`config.mk`:
```
export PLATFORM = sky130hd
export DESIGN_NAME = f_stage_ctrl
export DESIGN_NICKNAME = d
export VERILOG_FILES = /design/src/rtl/f_stage_ctrl.sv
export SDC_FILE = /design/constraint.sdc
export NUM_CORES = 1
export LEC_CHECK = 0
export ABC_CLOCK_PERIOD_IN_PS = 6490
export CAP_MARGIN = 40
export CORE_AREA = 2 2 127 129
export CTS_CLUSTER_DIAMETER = 100
export CTS_CLUSTER_SIZE = 16
export DETAILED_ROUTE_END_ITERATION = 8
export DIE_AREA = 0 0 129 131
export GPL_ROUTABILITY_DRIVEN = 0
export PLACE_DENSITY = 0.91
export SLEW_MARGIN = 25
export SYNTH_ARGS = -nofsm -noshare
export SYNTH_HDL_FRONTEND = slang
export SYNTH_SLANG_ARGS = --single-unit
```
`constraint.sdc`:
```
create_clock -name clk_i -period 6.49 [get_ports clk_i]
set_input_delay 0.649 -clock clk_i [delete_from_list [all_inputs] [get_ports clk_i]]
set_output_delay 0.649 -clock clk_i [all_outputs]
set_load 0.02 [all_outputs]
```
`src/rtl/f_stage_ctrl.sv`:
```
// f_stage_ctrl: sequences one f-stage of an SC polar decoder.
// Reads upper/lower alpha half-block word pairs, runs P parallel f lanes
// (sign(a)*sign(b)*min(|a|,|b|)), and writes packed results back in order.
// Read-to-write latency is 2 cycles.
// Optional build macro F_STAGE_CTRL_PERF_EN adds the perf_cycles_o and
// perf_stages_o counters.
module f_stage_ctrl #(
  parameter int unsigned BITWIDTH = 7,
  parameter int unsigned P        = 4,
  parameter int unsigned LOG2N    = 10,
  parameter int unsigned AW       = 8
) (
  input  logic                     clk_i,
  input  logic                     rst_i,
  input  logic                     start_i,
  input  logic [$clog2(LOG2N):0]   stage_log2_i,
  input  logic [AW-1:0]            rd_base_i,
  input  logic [AW-1:0]            wr_base_i,
  output logic                     busy_o,
  output logic                     done_o,
  output logic                     err_o,
  output logic                     rd_en_o,
  output logic [AW-1:0]            rd_addr_a_o,
  output logic [AW-1:0]            rd_addr_b_o,
  input  logic [P*BITWIDTH-1:0]    rd_data_a_i,
  input  logic [P*BITWIDTH-1:0]    rd_data_b_i,
  output logic                     wr_en_o,
  output logic [AW-1:0]            wr_addr_o,
  output logic [P*BITWIDTH-1:0]    wr_data_o
`ifdef F_STAGE_CTRL_PERF_EN
  ,
  output logic [31:0]              perf_cycles_o,
  output logic [15:0]              perf_stages_o
`endif
);

  localparam int unsigned LOG2P = $clog2(P);
  // Word counters only need to hold W <= 2^(LOG2N-1).
  localparam int unsigned CW    = LOG2N;
  localparam int unsigned DW    = P * BITWIDTH;

  typedef enum logic [1:0] {StIdle, StRun, StDrain} state_e;

  state_e          state_q;
  logic [AW-1:0]   rd_base_q;
  logic [AW-1:0]   wr_base_q;
  logic [CW-1:0]   w_q;
  logic [CW-1:0]   j_q;
  logic [CW-1:0]   wr_cnt_q;
  logic            rd_vld_q;
  logic            rd_last_q;

  logic            k_legal;
  logic [CW-1:0]   w_calc;
  logic [DW-1:0]   f_res;

  // f(a,b); inputs never hit the most negative code, so |a| fits in BITWIDTH bits.
  function automatic logic [BITWIDTH-1:0] f_fn(input logic signed [BITWIDTH-1:0] a,
                                               input logic signed [BITWIDTH-1:0] b);
    logic [BITWIDTH-1:0] ma;
    logic [BITWIDTH-1:0] mb;
    logic [BITWIDTH-1:0] mn;
    ma = a[BITWIDTH-1] ? BITWIDTH'(-a) : BITWIDTH'(a);
    mb = b[BITWIDTH-1] ? BITWIDTH'(-b) : BITWIDTH'(b);
    mn = (ma < mb) ? ma : mb;
    return (a[BITWIDTH-1] ^ b[BITWIDTH-1]) ? BITWIDTH'(-mn) : mn;
  endfunction

  // Stage-size decode: legality of k and word count W = 2^(k-log2 P).
  always_comb begin
    k_legal = (32'(stage_log2_i) >= LOG2P) && (32'(stage_log2_i) <= LOG2N - 1);
    w_calc  = '0;
    if (k_legal) begin
      w_calc = CW'(1) << (32'(stage_log2_i) - LOG2P);
    end
  end

  // P parallel f lanes on the word pair returned by the RAM.
  always_comb begin
    f_res = '0;
    for (int i = 0; i < P; i++) begin
      f_res[i*BITWIDTH +: BITWIDTH] = f_fn(rd_data_a_i[i*BITWIDTH +: BITWIDTH],
                                           rd_data_b_i[i*BITWIDTH +: BITWIDTH]);
    end
  end

  // Control FSM, read issue and write-back pipeline with registered outputs.
  always_ff @(posedge clk_i) begin
    if (rst_i) begin
      state_q     <= StIdle;
      rd_base_q   <= '0;
      wr_base_q   <= '0;
      w_q         <= '0;
      j_q         <= '0;
      wr_cnt_q    <= '0;
      rd_vld_q    <= 1'b0;
      rd_last_q   <= 1'b0;
      busy_o      <= 1'b0;
      done_o      <= 1'b0;
      err_o       <= 1'b0;
      rd_en_o     <= 1'b0;
      rd_addr_a_o <= '0;
      rd_addr_b_o <= '0;
      wr_en_o     <= 1'b0;
      wr_addr_o   <= '0;
      wr_data_o   <= '0;
    end else begin
      err_o  <= 1'b0;
      done_o <= 1'b0;

      // Data for a read issued last cycle is on the bus now; register its result.
      rd_vld_q  <= rd_en_o;
      rd_last_q <= rd_en_o && (j_q == w_q);
      wr_en_o   <= rd_vld_q;
      if (rd_vld_q) begin
        wr_data_o <= f_res;
        wr_addr_o <= wr_base_q + AW'(wr_cnt_q);
        wr_cnt_q  <= wr_cnt_q + CW'(1);
        done_o    <= rd_last_q;
      end

      unique case (state_q)
        StIdle: begin
          if (start_i) begin
            if (k_legal) begin
              state_q     <= StRun;
              busy_o      <= 1'b1;
              rd_en_o     <= 1'b1;
              rd_base_q   <= rd_base_i;
              wr_base_q   <= wr_base_i;
              w_q         <= w_calc;
              rd_addr_a_o <= rd_base_i;
              rd_addr_b_o <= rd_base_i + AW'(w_calc);
              j_q         <= CW'(1);
              wr_cnt_q    <= '0;
            end else begin
              err_o <= 1'b1;
            end
          end
        end
        StRun: begin
          // j_q is the index of the next read; reaching W means all are issued.
          if (j_q == w_q) begin
            state_q <= StDrain;
            rd_en_o <= 1'b0;
          end else begin
            rd_addr_a_o <= rd_base_q + AW'(j_q);
            rd_addr_b_o <= rd_base_q + AW'(w_q) + AW'(j_q);
            j_q         <= j_q + CW'(1);
          end
        end
        StDrain: begin
          if (done_o) begin
            state_q <= StIdle;
            busy_o  <= 1'b0;
          end
        end
        default: begin
          state_q <= StIdle;
          busy_o  <= 1'b0;
          rd_en_o <= 1'b0;
        end
      endcase
    end
  end

`ifdef F_STAGE_CTRL_PERF_EN
  // Busy-cycle counter (saturating) and completed-stage counter (wrapping).
  always_ff @(posedge clk_i) begin
    if (rst_i) begin
      perf_cycles_o <= '0;
      perf_stages_o <= '0;
    end else begin
      if (busy_o && (perf_cycles_o != '1)) begin
        perf_cycles_o <= perf_cycles_o + 32'd1;
      end
      if (done_o) begin
        perf_stages_o <= perf_stages_o + 16'd1;
      end
    end
  end
`endif

endmodule

```
Yosys cells after proc, flatten, opt, wreduce, memory -nomap -nowiden:

Cells that the tools add are included.

* add/subtract/negate cells: 20
* $lt $le $gt $ge: 6
* equality and inequality tests: 8
* shift-type cells: 1
* muxes and demuxes: 45
* bitwise operators: 9
* reductions and logical operators: 11

Operator list (number)
* $mux 7: 16
* $neg 7->7: 12
* $mux 10: 8
* $mux 8: 6
* $add 8x8->8: 5
* $pmux 8 s2: 2
* $shl 1x32->10 const A: 1
* $lt 7x7->1: 4
* $add 10x1->10 const B: 2
* $pmux 10 s2: 1
* $reduce_and 4->1: 4
* $eq 10x10->1: 1
* $ne 2x2->1 const B: 5
* $mux 2: 4
* $pmux 1 s3: 2
* $pmux 2 s3: 1
* $sub 5x2->6 const B: 1
* $ge 5x2->1 const B: 1
* $le 5x4->1 const B: 1
* $mux 1: 5
* $not 1->1: 5
* $xor 1x1->1: 4
* $reduce_and 3->1: 1
* $reduce_or 3->1: 1
* other kinds (6): 7

* register bits: 107
* input port bits: 80
* output and inout port bits: 57
* logic and storage cells: 117

Depth between registers and ports, before layout:

* depth after elaboration: 7
* gate-level depth with buffers: 18
* gate-level depth less buffers: 17

Worst setup path before layout:

Ideal clock, no wire load.

* kind: input to register
* from: input rd_data_a_i[14]
* to: register wr_data_o[18]
* setup time: 0.128 ns
* arrival time: 4.112 ns
* data required time: 6.362 ns
* slack: 2.250 ns
* stages on the path: 15
* buffers on the path: 1
* cell sequence: inv_1 > ha_1 > or3b_2 > nor4b_1 > ha_1 > and3_1 > a221oi_1 > o21ai_0 > clkbuf_1 > a21oi_1 > ha_1 > a211oi_1 > or4_1 > a41o_1 > nor2b_1

* longest elaborated chain between the ends: 6

RTL lines
* start: declaration: line 25 `input logic [P*BITWIDTH-1:0] rd_data_a_i,`
* $neg 7->7: line 63 `ma = a[BITWIDTH-1] ? BITWIDTH'(-a) : BITWIDTH'(a);`
* $mux 7 (*): line 63
* $lt 7x7->1: line 65 `mn = (ma < mb) ? ma : mb;`
* $mux 7 (*): line 65
* $neg 7->7: line 66 `return (a[BITWIDTH-1] ^ b[BITWIDTH-1]) ? BITWIDTH'(-mn) : mn;`
* $mux 7 (*): line 66
* end signal: assignment: line 116 `wr_data_o <= f_res;`
* end: declaration: line 29 `output logic [P*BITWIDTH-1:0] wr_data_o`

Mark *: on every way between the ends. The rest lies on a longest branch, timed or not.
A chain may end at the register's enable or synchronous reset.

Final worst setup path:

Same ends and word-level chain as after synthesis.

==> impl_metrics.yaml <==
logic_synthesis:
  synth_top_family_by_area: "simple AND/OR/NAND/NOR gates"
  yosysTopAreaCellShare: 0.2513
  seq_area_frac_synth: 0.2513
  async_flop_share: 0
  synth_compound_area_frac: 0.1984
  synth-seq-cells: 105
  synth.largest_area_cell: "dfxtp_1"
  syn_area_per_cell_um2: 7.957
  syn_area_um2: 8363
  synth_most_common_cell: "nor2_1"
  synthAdderAreaFrac: 0.1266
  synth_nets: 1209
  synth_edf_count: 0
  ys.flop_type: "dfxtp_1"
  synth-simple-area-share: 0.2117
  yosysUniqueCellTypes: 67
  synth_warnings: 0
  syn-instance-count: 1051
  synth_common_cells: "111 x nor2_1, 105 x dfxtp_1, 102 x nand2_1, 73 x a21oi_1, 70 x xnor2_1"
  synth_xor_xnor_area_share: 0.1110
  synth_area_leaders: "dfxtp_1 25%, ha_1 10%, xnor2_1 7.3%"
  synthMuxAreaShare: 0.04533
cts:
  clk_path_buf_depth: 2
  path_clk_slew_ps: 70
  clk_latency_ps: 360
  ctsRootBufferMaster: "clkbuf_16"
  holdBufCountCts: 0
  h-tree-depth: 3
  cts.sinks: 105
  cts_setup_buffers: 0
  cts_tree: "built"
  cts_resized: 0
  cts_buffers: 9
worst_setup_path:
  cp_slowest_stage_delay_ps: 490
  cp-end-kind: "flop"
  crit_type: "primary input to flop"
  cp.arrival_ps: 5220
  crit_buf_inv: 2
  path_cells: "clkdlybuf4s50_1, inv_1, ha_1, or3b_2, nor4b_1, ha_1, and3_1, a221oi_1, o21ai_1, a21oi_1, ha_1, a211oi_1, or4_1, a41o_1, nor2b_1"
  crit_family: "simple AND/OR/NAND/NOR gates"
  path_common_cell: "ha_1"
  critPathRequiredTime_ps: 6700
  worstSetupStartpointType: "primary input"
  slowest_stage: "clkdlybuf4s50_1"
  cp_max_fo: 11
power_and_ir_drop:
  powerDensity_nw_per_um2: 186.2
  fin_total_pwr_w: 0.001883
  vdd_drop_max_uv: 165.0
  p_leak_nw: 4.029
global_route:
  met2_usage: 0.4410
  antenna_found_initial: 0
  grt_remaining_overflow: 0
  grt_pass1_wl_um: 35750
  use_met3: 0.03909
  met1_usage: 0.3333
  grt_max_degree: 70
  grt_pass1_vias: 7567
  grt-busiest-layer: "met2"
  grt_usage: 0.2589
timing:
  finalSetupTns_ps: 0
  fmax_mhz: 199.8
  period_share: 0.7713
  finalHoldViolCount: 0
  setup_violations: 0
  rsz0062_at_grt: "no"
  fin_crit_ps: 5006
  tightestPinTransition_ps: 818.0
  finalClockSkew_ps: 13.81
  drv_slew: 0
  relSlewSlack: 0.4510
cells_and_area:
  syn_to_final_growth_pct: 20.92
  layout-drive-gt1-share: 0.03774
  antenna_cells: 0
  nets: 1319
floorplan:
  rows: 46
  fp.coreArea_um2: 15600
  die_w_um: 129
  pin_count: 137
  dieArea_um2: 16900
  die_h_um: 131
  start_util: 0.5362
flow_run:
  cap_violations: 0
routing:
  vias: 8068
  drc: 0
  routed_wl_um: 21620
  dr.pass1.iters: 5
  wl_per_cell_um: 15.64
  vias_per_cell: 5.838
  drt_iter0_drc: 498
  ant_nets: 0
place:
  dp_hpwl_um: 16400
  io_buffer_count: 136
min_path:
  worstHoldPathType: "flop to flop"
status:
  status: "completed"
-- area by class of cell --
cell class                      count  area, um^2
Multi-Input combinational cell    835        5796
Inverter                           69       259.0
Clock buffer                       11       232.7
Timing Repair Buffer              141        1390
Clock inverter                      5       61.31
Fill cell                        1264        5485
Tap cell                          216       270.3
Sequential cell                   105        2103
-- kinds of logic (layout without fill, tap and decap cells) --
group | after synthesis | in the layout
simple gates | 365 | 365
xor+xnor | 106 | 106
compound gates | 249 | 249
flops | 105 | 105
mux | 37 | 37
buf+inv | 111 | 226
fa+ha+maj | 78 | 78
-- state kept, by name (all words and copies together) (netlist names), 2 cells and up --
register / count
wr_cnt_q: 8
wr_addr_o: 8
rd_addr_b_o: 8
w_q: 10
j_q: 10
wr_data_o: 28
rd_addr_a_o: 8
rd_base_q: 8
state_q: 2
wr_base_q: 8
-- final timing paths --
check / startpoint / to / slack (ps) / cells past startpoint
worst max register to register: j_q[0]$_SDFFE_PP0P_ / rd_addr_b_o[7]$_SDFFE_PP0P_ / 3660 / 13
worst min-delay path: rd_last_q$_SDFF_PP0_ / done_o$_SDFF_PP0_ / 430 / 1
worst min register to register: rd_last_q$_SDFF_PP0_ / done_o$_SDFF_PP0_ / 430 / 1
worst max-delay path: rd_data_a_i[14] / wr_data_o[18]$_SDFFE_PP0P_ / 1480 / 15
-- stage by stage --
step | area [um^2] | setup slack [ps] | util | hold slack (ps) | std cells
floorplan | 8363 | 2250 | - | 405.7 | 1051
global placement | 9807 | 1158 | 0.6288 | 411.1 | 1364
detailed placement | 9818 | 1221 | 0.6295 | 416.0 | 1366
CTS | 10110 | 1565 | 0.6483 | 435.5 | 1382
global route | 10110 | 1204 | 0.6483 | 466.8 | 1382
finish | 10110 | 1484 | 0.6483 | 431.9 | 1382
-- layout by cell type (no fill, tap or decap), types with 4 or more instances in the layout --
| cell type | netlist | layout |
|---|---|---|
| clkdlybuf4s50_1 | 0 | 135 |
| nor2_1 | 111 | 111 |
| dfxtp_1 | 105 | 104 |
| nand2_1 | 102 | 102 |
| a21oi_1 | 73 | 73 |
| xnor2_1 | 70 | 70 |
| inv_1 | 69 | 69 |
| ha_1 | 67 | 67 |
| o21ai_0 | 40 | 39 |
| xor2_1 | 36 | 36 |
| a211oi_1 | 32 | 32 |
| mux2i_1 | 30 | 30 |
| nand4_1 | 21 | 21 |
| nor2b_1 | 18 | 18 |
| nand2b_1 | 17 | 17 |
| o31ai_1 | 16 | 16 |
| and3_1 | 16 | 16 |
| nor3_1 | 15 | 15 |
| or3_1 | 15 | 15 |
| a21o_1 | 14 | 14 |
| nand3_1 | 13 | 13 |
| fa_1 | 11 | 11 |
| a31oi_1 | 9 | 9 |
| o21a_1 | 9 | 9 |
| clkbuf_16 | 0 | 9 |
| mux2_2 | 7 | 7 |
| a311oi_1 | 7 | 7 |
| nor3b_1 | 6 | 6 |
| or3b_2 | 5 | 5 |
| or4_1 | 5 | 5 |
| and2_1 | 5 | 5 |
| a41o_1 | 5 | 5 |
| nor4_1 | 4 | 4 |
| o22ai_1 | 4 | 4 |
| o32a_1 | 4 | 4 |
| o311ai_0 | 4 | 4 |
| a32oi_1 | 4 | 4 |
| buf_4 | 0 | 4 |
-- worst register-to-register path, cell delays in order (launching register included) --
cell and delay [ps]:
dfxtp_1 570, inv_1 140, fa_1 370, inv_1 60, ha_1 160, inv_1 60, fa_1 370, nor2b_1 150
o21ai_0 100, nand2b_1 130, a31oi_1 140, xnor2_1 170, o2bb2ai_1 150, a211oi_2 190
-- report_power, final --
group | switching (W) | total (W) | internal (W) | leakage [nW]
logic | 0.000353 | 0.000632 | 0.000279 | 3.03
clock network | 0.000256 | 0.000559 | 0.000304 | 0.145
registers | 0.0000196 | 0.000692 | 0.000672 | 0.853
total | 0.000628 | 0.00188 | 0.00125 | 4.03
-- routing by layer --
metal / wire (um) / up-vias
met5: 0 / -
met4: 624 / 0
met3: 1298 / 44
met2: 10280 / 278
met1: 9416 / 3800
li1: - / 3946
(Power assumes the default switching activity.)
